### src/rtl/reflet_unaligned_access_unit.sv
// Byte-granular CPU load/store front end for a word-wide RAM without byte enables; handles accesses that straddle two words.
// Latency (1-cycle ack): aligned load 3 cycles accept->done, straddling store 6; each RAM wait cycle adds one.
// Backpressure: ram_req is held with stable address/data until ram_ack; cpu_req is ignored while busy.
module reflet_unaligned_access_unit #(
    parameter int word_size = 32,
    parameter int addr_size = 32
) (
    input  logic                 clk,
    input  logic                 reset,
    input  logic                 cpu_req,
    input  logic [addr_size-1:0] cpu_addr,
    input  logic                 cpu_write_en,
    input  logic [word_size-1:0] cpu_data_out,
    input  logic [3:0]           size_used,
    output logic [word_size-1:0] cpu_data_in,
    output logic                 cpu_done,
    output logic                 cpu_busy,
    output logic [addr_size-1:0] ram_addr,
    output logic [word_size-1:0] ram_data_out,
    output logic                 ram_write_en,
    output logic                 ram_req,
    input  logic [word_size-1:0] ram_data_in,
    input  logic                 ram_ack
);

    localparam int WB   = word_size / 8;
    localparam int OFFW = $clog2(WB);
    localparam int DW   = 2 * word_size;

    typedef enum logic [2:0] {IDLE, RD_LO, RD_HI, WR_LO, WR_HI, DONE} state_t;

    state_t               r_state;
    logic [OFFW-1:0]      r_off;
    logic [OFFW:0]        r_n;
    logic                 r_we;
    logic                 r_cross;
    logic [addr_size-1:0] r_lo;
    logic [addr_size-1:0] r_hi;
    logic [word_size-1:0] r_wdata;
    logic [word_size-1:0] r_lo_word;
    logic [word_size-1:0] r_hi_word;
    logic [word_size-1:0] r_cpu_data_in;
    logic                 r_cpu_done;
    logic [addr_size-1:0] r_ram_addr;
    logic [word_size-1:0] r_ram_data_out;
    logic                 r_ram_we;
    logic                 r_ram_req;

    // Request decode from the live CPU inputs; only used in the accept cycle.
    logic [3:0]           w_k;
    logic [OFFW:0]        w_req_n;
    logic [OFFW-1:0]      w_req_off;
    logic [addr_size-1:0] w_req_lo;
    logic                 w_req_cross;
    logic                 w_req_full;

    assign w_k       = size_used - 4'd1;
    assign w_req_off = cpu_addr[OFFW-1:0];
    assign w_req_lo  = {cpu_addr[addr_size-1:OFFW], {OFFW{1'b0}}};

    // Access size in bytes: 0 means a full word, larger sizes clamp to the word.
    always_comb begin
        w_req_n = (OFFW+1)'(WB);
        if (size_used != 4'd0 && int'(w_k) < OFFW) begin
            w_req_n = (OFFW+1)'(1) << w_k;
        end
    end

    assign w_req_cross = ((OFFW+2)'(w_req_off) + (OFFW+2)'(w_req_n)) > (OFFW+2)'(WB);
    assign w_req_full  = (w_req_off == '0) && (w_req_n == (OFFW+1)'(WB));

    // Datapath over the two-word window {hi, lo}. The word arriving in the
    // current ack cycle is taken straight from the RAM so it can be used on
    // the same edge that captures it.
    logic [word_size-1:0] w_lo_src;
    logic [word_size-1:0] w_hi_src;
    logic [OFFW+2:0]      w_sh;
    logic [OFFW+3:0]      w_nbits;
    logic [DW-1:0]        w_nmask;
    logic [DW-1:0]        w_smask;
    logic [DW-1:0]        w_merged;
    logic [word_size-1:0] w_load;

    assign w_lo_src = (r_state == RD_LO) ? ram_data_in : r_lo_word;
    assign w_hi_src = (r_state == RD_HI) ? ram_data_in : r_hi_word;
    assign w_sh     = {r_off, 3'b000};
    assign w_nbits  = {r_n, 3'b000};
    assign w_nmask  = (DW'(1) << w_nbits) - DW'(1);
    assign w_smask  = w_nmask << w_sh;
    assign w_merged = ({w_hi_src, w_lo_src} & ~w_smask) | ((DW'(r_wdata) << w_sh) & w_smask);
    assign w_load   = word_size'(({w_hi_src, w_lo_src} >> w_sh) & w_nmask);

    // Sequencer: read the touched words, merge for partial stores, write back, then pulse done.
    always_ff @(posedge clk or negedge reset) begin
        if (!reset) begin
            r_state        <= IDLE;
            r_off          <= '0;
            r_n            <= '0;
            r_we           <= 1'b0;
            r_cross        <= 1'b0;
            r_lo           <= '0;
            r_hi           <= '0;
            r_wdata        <= '0;
            r_lo_word      <= '0;
            r_hi_word      <= '0;
            r_cpu_data_in  <= '0;
            r_cpu_done     <= 1'b0;
            r_ram_addr     <= '0;
            r_ram_data_out <= '0;
            r_ram_we       <= 1'b0;
            r_ram_req      <= 1'b0;
        end else begin
            r_cpu_done <= 1'b0;
            case (r_state)
                IDLE: begin
                    if (cpu_req) begin
                        r_off      <= w_req_off;
                        r_n        <= w_req_n;
                        r_we       <= cpu_write_en;
                        r_cross    <= w_req_cross;
                        r_lo       <= w_req_lo;
                        r_hi       <= w_req_lo + addr_size'(WB);
                        r_wdata    <= cpu_data_out;
                        r_ram_req  <= 1'b1;
                        r_ram_addr <= w_req_lo;
                        if (cpu_write_en && w_req_full) begin
                            r_state        <= WR_LO;
                            r_ram_we       <= 1'b1;
                            r_ram_data_out <= cpu_data_out;
                        end else begin
                            r_state  <= RD_LO;
                            r_ram_we <= 1'b0;
                        end
                    end
                end
                RD_LO: begin
                    if (ram_ack) begin
                        r_lo_word <= ram_data_in;
                        if (r_cross) begin
                            r_state    <= RD_HI;
                            r_ram_addr <= r_hi;
                        end else if (r_we) begin
                            r_state        <= WR_LO;
                            r_ram_we       <= 1'b1;
                            r_ram_data_out <= w_merged[word_size-1:0];
                        end else begin
                            r_state       <= DONE;
                            r_ram_req     <= 1'b0;
                            r_cpu_data_in <= w_load;
                            r_cpu_done    <= 1'b1;
                        end
                    end
                end
                RD_HI: begin
                    if (ram_ack) begin
                        r_hi_word <= ram_data_in;
                        if (r_we) begin
                            r_state        <= WR_LO;
                            r_ram_addr     <= r_lo;
                            r_ram_we       <= 1'b1;
                            r_ram_data_out <= w_merged[word_size-1:0];
                        end else begin
                            r_state       <= DONE;
                            r_ram_req     <= 1'b0;
                            r_cpu_data_in <= w_load;
                            r_cpu_done    <= 1'b1;
                        end
                    end
                end
                WR_LO: begin
                    if (ram_ack) begin
                        if (r_cross) begin
                            r_state        <= WR_HI;
                            r_ram_addr     <= r_hi;
                            r_ram_data_out <= w_merged[DW-1:word_size];
                        end else begin
                            r_state    <= DONE;
                            r_ram_req  <= 1'b0;
                            r_ram_we   <= 1'b0;
                            r_cpu_done <= 1'b1;
                        end
                    end
                end
                WR_HI: begin
                    if (ram_ack) begin
                        r_state    <= DONE;
                        r_ram_req  <= 1'b0;
                        r_ram_we   <= 1'b0;
                        r_cpu_done <= 1'b1;
                    end
                end
                DONE: begin
                    r_state <= IDLE;
                end
                default: begin
                    r_state <= IDLE;
                end
            endcase
        end
    end

    assign cpu_data_in  = r_cpu_data_in;
    assign cpu_done     = r_cpu_done;
    assign cpu_busy     = (r_state != IDLE);
    assign ram_addr     = r_ram_addr;
    assign ram_data_out = r_ram_data_out;
    assign ram_write_en = r_ram_we;
    assign ram_req      = r_ram_req;

endmodule

### config.mk
export PLATFORM = sky130hd
export DESIGN_NAME = reflet_unaligned_access_unit
export DESIGN_NICKNAME = d
export VERILOG_FILES = /design/src/rtl/reflet_unaligned_access_unit.sv
export SDC_FILE = /design/constraint.sdc
export NUM_CORES = 1
export LEC_CHECK = 0
export CAP_MARGIN = 20
export CELL_PAD_IN_SITES_DETAIL_PLACEMENT = 1
export CELL_PAD_IN_SITES_GLOBAL_PLACEMENT = 2
export CORE_MARGIN = 2
export CORE_UTILIZATION = 35
export DETAILED_ROUTE_END_ITERATION = 8
export PLACE_DENSITY = 0.84
export SYNTH_ARGS = -nofsm -noshare
export SYNTH_HDL_FRONTEND = slang
export SYNTH_SLANG_ARGS = --single-unit
### constraint.sdc
create_clock -name clk -period 2.99 [get_ports clk]
set_input_delay 0.897 -clock clk [delete_from_list [all_inputs] [get_ports clk]]
set_output_delay 0.897 -clock clk [all_outputs]
set_load 0.1 [all_outputs]
Word level (Yosys, flattened, before mapping)
Index checks and enable logic that the tools add are counted.
- register bits: 267
- input bits: 105
- word-level logic and storage cells: 126
- output and inout bits: 100
- $add $sub $neg: 4
- eq/ne operators: 17
- bitwise logic cells: 5
- order comparisons: 2
- shifts and indexed selects: 5
- mux-type cells: 57
- reduce and logical (&&, ||, !) cells: 20
- operators with widths (cell ; count):
    $mux 32 ; 19
    $and 64x64->64 ; 2
    $pmux 32 s4 ; 1
    $pmux 32 s3 ; 1
    $not 64->64 ; 1
    $or 64x64->64 ; 1
    $pmux 32 s2 ; 1
    $shl 1x6->64 const A ; 1
    $shl 32x5->64 ; 1
    $shl 64x5->64 ; 1
    $shr 64x5->32 ; 1
    $sub 64x2->64 const B ; 1
    $add 32x3->32 const B ; 1
    $and 32x32->32 ; 1
    $mux 3 ; 8
    $mux 1 ; 22
    $ne 2x2->1 const B ; 10
    $reduce_and 8->1 ; 2
    $pmux 3 s5 ; 1
    $pmux 1 s5 ; 2
    $reduce_bool 4->1 ; 2
    $eq 3x2->1 const B ; 2
    $eq 3x3->1 const B ; 2
    $reduce_and 2->1 ; 3
    19 further kinds ; 23

Longest topological paths before layout
- word-level depth: 10
- gate-level depth with buffers: 12
- gate-level depth less buffers: 11

Least setup slack after synthesis
OpenSTA, ideal clock, no wires.
- kind: in2reg
- from: input port size_used[0]
- to: register r_cross
- data required time: 2.871 ns
- path buffers: 0
- setup slack: 0.157 ns
- library setup time: 0.119 ns
- stages: 11
- data arrival time: 2.714 ns
- path through: inv_1 > ha_1 > nor2_1 > nand3_1 > a21boi_1 > and2_1 > ha_1 > fa_1 > nor2_1 > o221ai_1 > o21a_1
- cells in the longest elaborated chain, start to end: 6
- elaborated cells on any way between the ends: 8
- those cells by class: add/sub (2); order compare (2); shift (1); mux (1); reduce/logical (2)
- RTL lines (what ; RTL line ; source):
    from (decl) ; 14 ; input logic [3:0] size_used,
    $sub 4x1->4 ; 57 ; assign w_k = size_used - 4'd1;
    $lt 4x2->1 ; 64 ; if (size_used != 4'd0 && int'(w_k) < OFFW) begin
    $logic_and 1x1->1 ; 64 ;
    $mux 3 (*) ; 64 ;
    named net w_req_n[0] ; 51 ; logic [OFFW:0] w_req_n;
    $add 2x3->4 (*) ; 69 ; assign w_req_cross = ((OFFW+2)'(w_req_off) + (OFFW+2)'(w_req_n)) > (OFFW+2)'(WB);
    $gt 4x3->1 (*) ; 69 ;
    to (signal assigned) ; 120 ; r_cross <= w_req_cross;
    to (decl) ; 36 ; logic r_cross;
Mark *: on every way through the listed nets, which the timed path passes. The rest lies on a longest branch.
A chain may end at the register's enable or synchronous reset.

Worst setup path in the final report
- from: register r_state[0]
- to: output port cpu_busy
- cells in the longest elaborated chain, start to end: 1
- RTL lines (what ; RTL line ; source):
    from (decl) ; 32 ; state_t r_state;
    from (signal assigned) ; 96 ; r_state <= IDLE;
    from (signal assigned) ; 127 ; r_state <= WR_LO;
    from (signal assigned) ; 131 ; r_state <= RD_LO;
    $reduce_bool 3->1 ; 204 ; assign cpu_busy = (r_state != IDLE);
    to (decl) ; 17 ; output logic cpu_busy,
No other way between the ends.

==> summary.md <==
| Metric | Value |
|---|---|
| Worst min path class | `in2async` |
| R2R setup slack | `0.16 ns` |
| Vias in the first global route | `13700` |
| Yosys reg bits | `263` |
| Post-synth top area cell | `dfrtp_1` |
| Crit path DAT | `1.96 ns` |
| Mapped Area | `14900 um2` |
| RSZ-0062 raised after global routing | `no` |
| Initial antenna violation count | `6` |
| Placed cell area | `17800 um2` |
| DP Worst Slack | `-0.413 ns` |
| # DRC | `0` |
| Clk buf depth | `3` |
| Required @ worst endpoint | `2.09 ns` |
| Die Area | `44200 um2` |
| Tmin final | `2.86 ns` |
| Peak Freq | `350 MHz` |
| Critical Path Source Type | `register` |
| Max Cap Viol | `0` |
| Die Y | `210 um` |
| Initial core utilization | `35.5%` |
| Commonest non-fill, non-tap cell in the layout | `nand2_1` |
| PnR worst setup slack | `0.132 ns` |
| Die Width | `210 um` |
| CTS clock-pin slew for the worst setup and hold paths | `0.06 ns` |
| Slowest CP cell | `dfrtp_1` |
| Final Skew | `0.0126 ns` |
| Setup bufs post-CTS | `0` |
| Cell Chain, Critical Path | `buf_4, buf_6, or3_1, buf_12` |
| Total number of vias | `13400` |
| Slew HR | `47.6%` |
| DRT Wirelength | `55100 um` |
| Synthesis Warnings | `0` |
| Post-synth top area share | `44.3%` |
| Rows | `75` |
| Most frequent cells in the layout | `377 x nand2_1, 261 x dfrtp_1, 187 x buf_4, 113 x nor2_1, 103 x clkdlybuf4s50_1` |
| CP Max Fanout | `31` |
| Setup violators final | `0` |
| Status | `finished clean` |
| Syn Area/Cell | `9.27 um2` |
| Top FF cell, synth | `dfrtp_1` |
| H-Tree Depth | `2` |
| Grt ovf | `0` |
| Post-route ant nets | `0` |
| TritonCTS clock tree | `yes` |
| Tot GR Track Use | `25.0%` |
| Post-synth EDFFs | `0` |
| Core ar. | `41900 um2` |
| Clk Latency, worst-skew pair | `0.55 ns` |
| Gpl congestion | `0.894` |
| # IOs | `205` |
| CTS buffer count | `34` |
| Area Overhead vs Synth | `27.0%` |
| Final instance area | `18900 um2` |
| Seq/Total Area, Yosys | `44.3%` |
| DRT Pass-1 Iters | `5` |
| Worst Reg-to-Reg Cells | `8` |
| CTS Sinks | `263` |
| Pin count of the biggest net entering global routing | `128` |
| Crit Path Class | `reg2out` |
| Largest cells by area after synthesis | `dfrtp_1 44%, nand2_1 9.5%, mux2_2 6.1%, mux2i_1 5.1%, mux4_2 3.8%` |
| Nets@finish | `1938` |
| Max Slew Vio Count | `0` |
| Period utilisation layout | `95.6%` |
| Worst setup EP type | `primary output` |
| Layout cells sized above 1 | `21.2%` |
| Worst-Margin Slew | `0.764 ns` |
| Fin. Hold Viols | `0` |
| Root Buffer | `clkbuf_16` |
| Synth async-reset ratio | `100%` |
| Synth unique cells | `69` |
| Post_cts resized | `1` |
| PortBufs | `202` |
| Wirelength per Cell | `23.1 um` |
| Worst path max stage delay | `0.38 ns` |
| Post-Synthesis Cells | `1604` |
| Vias per Instance | `5.59` |
| Global-route wire length before repair | `84800 um` |
| Initial detailed-routing violation count | `743` |
| Post-DP HPWL | `40400 um` |
| Post-CTS Hold Buffers | `0` |
-- cell type report --
class / count / area, um2
Fill cell: 4803 / 23100
Timing Repair Buffer: 307 / 2750
Multi-Input combinational cell: 1209 / 7720
Tap cell: 539 / 674
Clock inverter: 12 / 144
Antenna cell: 1 / 2.50
Sequential cell: 263 / 6580
Clock buffer: 45 / 973
Inverter: 12 / 45.0
-- layer usage --
metal / track usage (%) / share of wire (%)
met1: 33.4 / 44
met2: 39.7 / 46
met3: 5.80 / 6.5
met4: 9.00 / 3.0
met5: 0 / 0.15
-- worst paths after layout --
path / from / end
max: r_state[0]$_DFFE_PN0P_ / cpu_busy
min: reset / cpu_data_in[28]$_DFFE_PN0P_
max reg2reg: r_state[0]$_DFFE_PN0P_ / ram_data_out[15]$_DFFE_PN0P_
min reg2reg: r_lo[14]$_DFFE_PN0P_ / r_lo[14]$_DFFE_PN0P_
max in group asynchronous: reset / r_hi[9]$_DFFE_PN0P_
min in group clk: r_lo[14]$_DFFE_PN0P_ / r_lo[14]$_DFFE_PN0P_
-- flip-flops by register name, indices dropped and copies added (netlist names) --
register	cells
r_wdata	32
r_lo_word	32
ram_data_out	32
r_cross	1
ram_req	1
r_state	3
r_we	1
ram_addr	30
ram_write_en	1
r_off	2
cpu_data_in	32
r_n	3
r_hi_word	32
r_lo	30
cpu_done	1
r_hi	30
-- cell families (layout without fill, tap and decap cells) --
group / count (synthesis) / count (layout) / share of synthesized area [%]
other cells: 1 / 3 / 0.0252
buf+inv: 133 / 376 / 4.03
compound gates: 377 / 377 / 16.0
mux: 191 / 191 / 16.2
simple gates: 602 / 602 / 17.1
fa+ha+maj: 6 / 6 / 0.555
xor+xnor: 31 / 31 / 1.83
flops: 263 / 263 / 44.3
-- metrics by stage --
stage                     hold slack [ns]  TNS (ns)  std cells  utilization, %
after floorplan                     0.446         0       1605               -
after global placement              0.458     -3.26       2329            42.3
after detailed placement            0.463     -5.01       2329            42.3
after CTS                           0.338         0       2386            45.0
after global routing                0.367         0       2387            45.0
final                               0.338         0       2388            45.0
-- worst max-delay path, delay by kind of cell (launching register included) --
kind          cells  cell delay [ns]
buf+inv           3             0.64
flops             1             0.38
simple gates      1             0.38
-- synth_stat cells, drive strengths merged, types with 5 or more instances --
cell type / n
nor4: 5
o211ai: 12
xor2: 21
a21oi: 66
nor2b: 8
dfrtp: 263
nand3: 27
a22oi: 30
ha: 5
o31ai: 26
or3: 6
mux2: 84
or2: 6
and2: 17
clkbuf: 61
mux2i: 82
inv: 11
buf: 60
a211oi: 7
o22ai: 9
nand4: 8
nand2b: 9
nand2: 378
nor3: 8
a22o: 10
a211o: 8
and3: 5
nor2: 113
xnor2: 10
a221oi: 16
mux4: 25
o31a: 11
a31oi: 13
o221ai: 7
o21ai: 144
Power is left out: the tool's default activity adds up to more than one toggle a clock period on the data nets, which glitch-free logic cannot reach.
==> patch: new RTL, same flow settings <==
Reset style: synchronous (`reset`), changed in one clocked block.
--- a/src/rtl/reflet_unaligned_access_unit.sv
+++ b/src/rtl/reflet_unaligned_access_unit.sv
@@ -91,7 +91,7 @@
     assign w_load   = word_size'(({w_hi_src, w_lo_src} >> w_sh) & w_nmask);
 
     // Sequencer: read the touched words, merge for partial stores, write back, then pulse done.
-    always_ff @(posedge clk or negedge reset) begin
+    always_ff @(posedge clk) begin
         if (!reset) begin
             r_state        <= IDLE;
             r_off          <= '0;
Function: differs if reset is asserted again (counterexample within 4 cycles, from zero or initial values and one cycle with reset low); with reset held inactive, the same outputs for 4 cycles.
==> patch against the original RTL <==
- via count increased by 8.8%
- die area decreased by 6.0%
- synthesized cell count increased by 12%
- sequential cell count unchanged
- critical path type is now register to register
- first-iteration DRC count increased by 16%
- count of clock-buffer cells in the layout decreased by 2
- routed wire length increased by 7.1%
- final area decreased by 3.6%
- area after synthesis decreased by 6.2%
- worst setup slack improved by 50 ps
==> patch: results (changes against the original RTL) <==
* Status: complete, no violations
* Top cell types by occurrence after synthesis: nand2_1, dfxtp_1, a21oi_1
* Hold crit path type: register to register
* Vias at 14.5k (+8.8%)
* Post-synth top flop: dfxtp_1
* Worst slew pin tran at 794 ps (+30.0 ps)
* Synth unique cells at 72 (+4.3%)
* Worst endpoint data arrival time at 3290 ps (+1330 ps)
* H-tree depth at 1 (-1)
* Starting DRT DRC Count at 859 (+16%)
* Dpl cell area at 17100 um2 (-3.6%)
* First-pass GRT wire length at 89.6 mm (+5.7%)
* Initial antenna violation count at 4 (-2)
* Hold slack final at 451 ps (+113 ps)
* Post-Synth XOR/XNOR Area at 0.0163 (-0.00194)
* Final HPWL DP at 43.6 mm (+7.9%)
* Seq/Total Area, Yosys at 0.377 (-0.0652)
* Cells after synthesis at 1799 (+12%)
* Largest cells by area after synthesis: dfxtp_1, nand2_1, mux2i_1
* Total global-route track usage at 0.281 (+0.0309)
* Largest stage delay on the critical path at 530 ps (+150 ps)
* Worst-Skew Late Latency at 590 ps (+40 ps)
* Total wire length at 59.0 mm (+7.1%)
* Pre-CTS WS at -388 ps (+25.2 ps)
* End point of the critical path: ram_data_out[24]
* Largest net degree at the start of global routing at 55 (-57%)
* Synth Area in Compound Gates at 0.216 (+0.0560)
* Fraction of synthesized area in multiplexers at 0.120 (-0.0413)
* CTS buffer count at 31 (-8.8%)
* R2R Setup Slk at 180 ps (+20 ps)
* Critical Path Fanout Max at 34 (+9.7%)
* Routability Congestion at 0.992 (+11%)
* Post-synthesis adder-cell area fraction at 0.00592 (+0.000365)
patch: timing repair:
action / in CTS / in global routing
resized for setup: 0 / 3
setup endpoints to repair: 0 / 12
hold buffers: 0 / 0
patch: per-layer routing:
layer / vias to the layer above / share of wire / track usage / routed length (um)
li1: 6842 / - / - / -
met1: 7147 / 0.41 / 0.347 / 24200
met2: 400 / 0.48 / 0.471 / 28400
met3: 139 / 0.057 / 0.0540 / 3370
met4: 6 / 0.051 / 0.130 / 3000
met5: - / 0.00063 / 0 / 37
patch: cell type report:
type | count | area (um2)
diodes | 1 | 2.50
clock buffers | 43 | 891
clock inverters | 15 | 189
fillers | 4792 | 21300
inverters | 17 | 68.8
multi-input cells | 1369 | 8060
flip-flops and latches | 263 | 5270
well taps | 525 | 657
repair buffers | 355 | 3070
patch: tightest hold or removal path, cell delays in order (launching register included):
cell,delay [ps]
dfxtp_1,310
nand2_1,50
o21ai_1,50
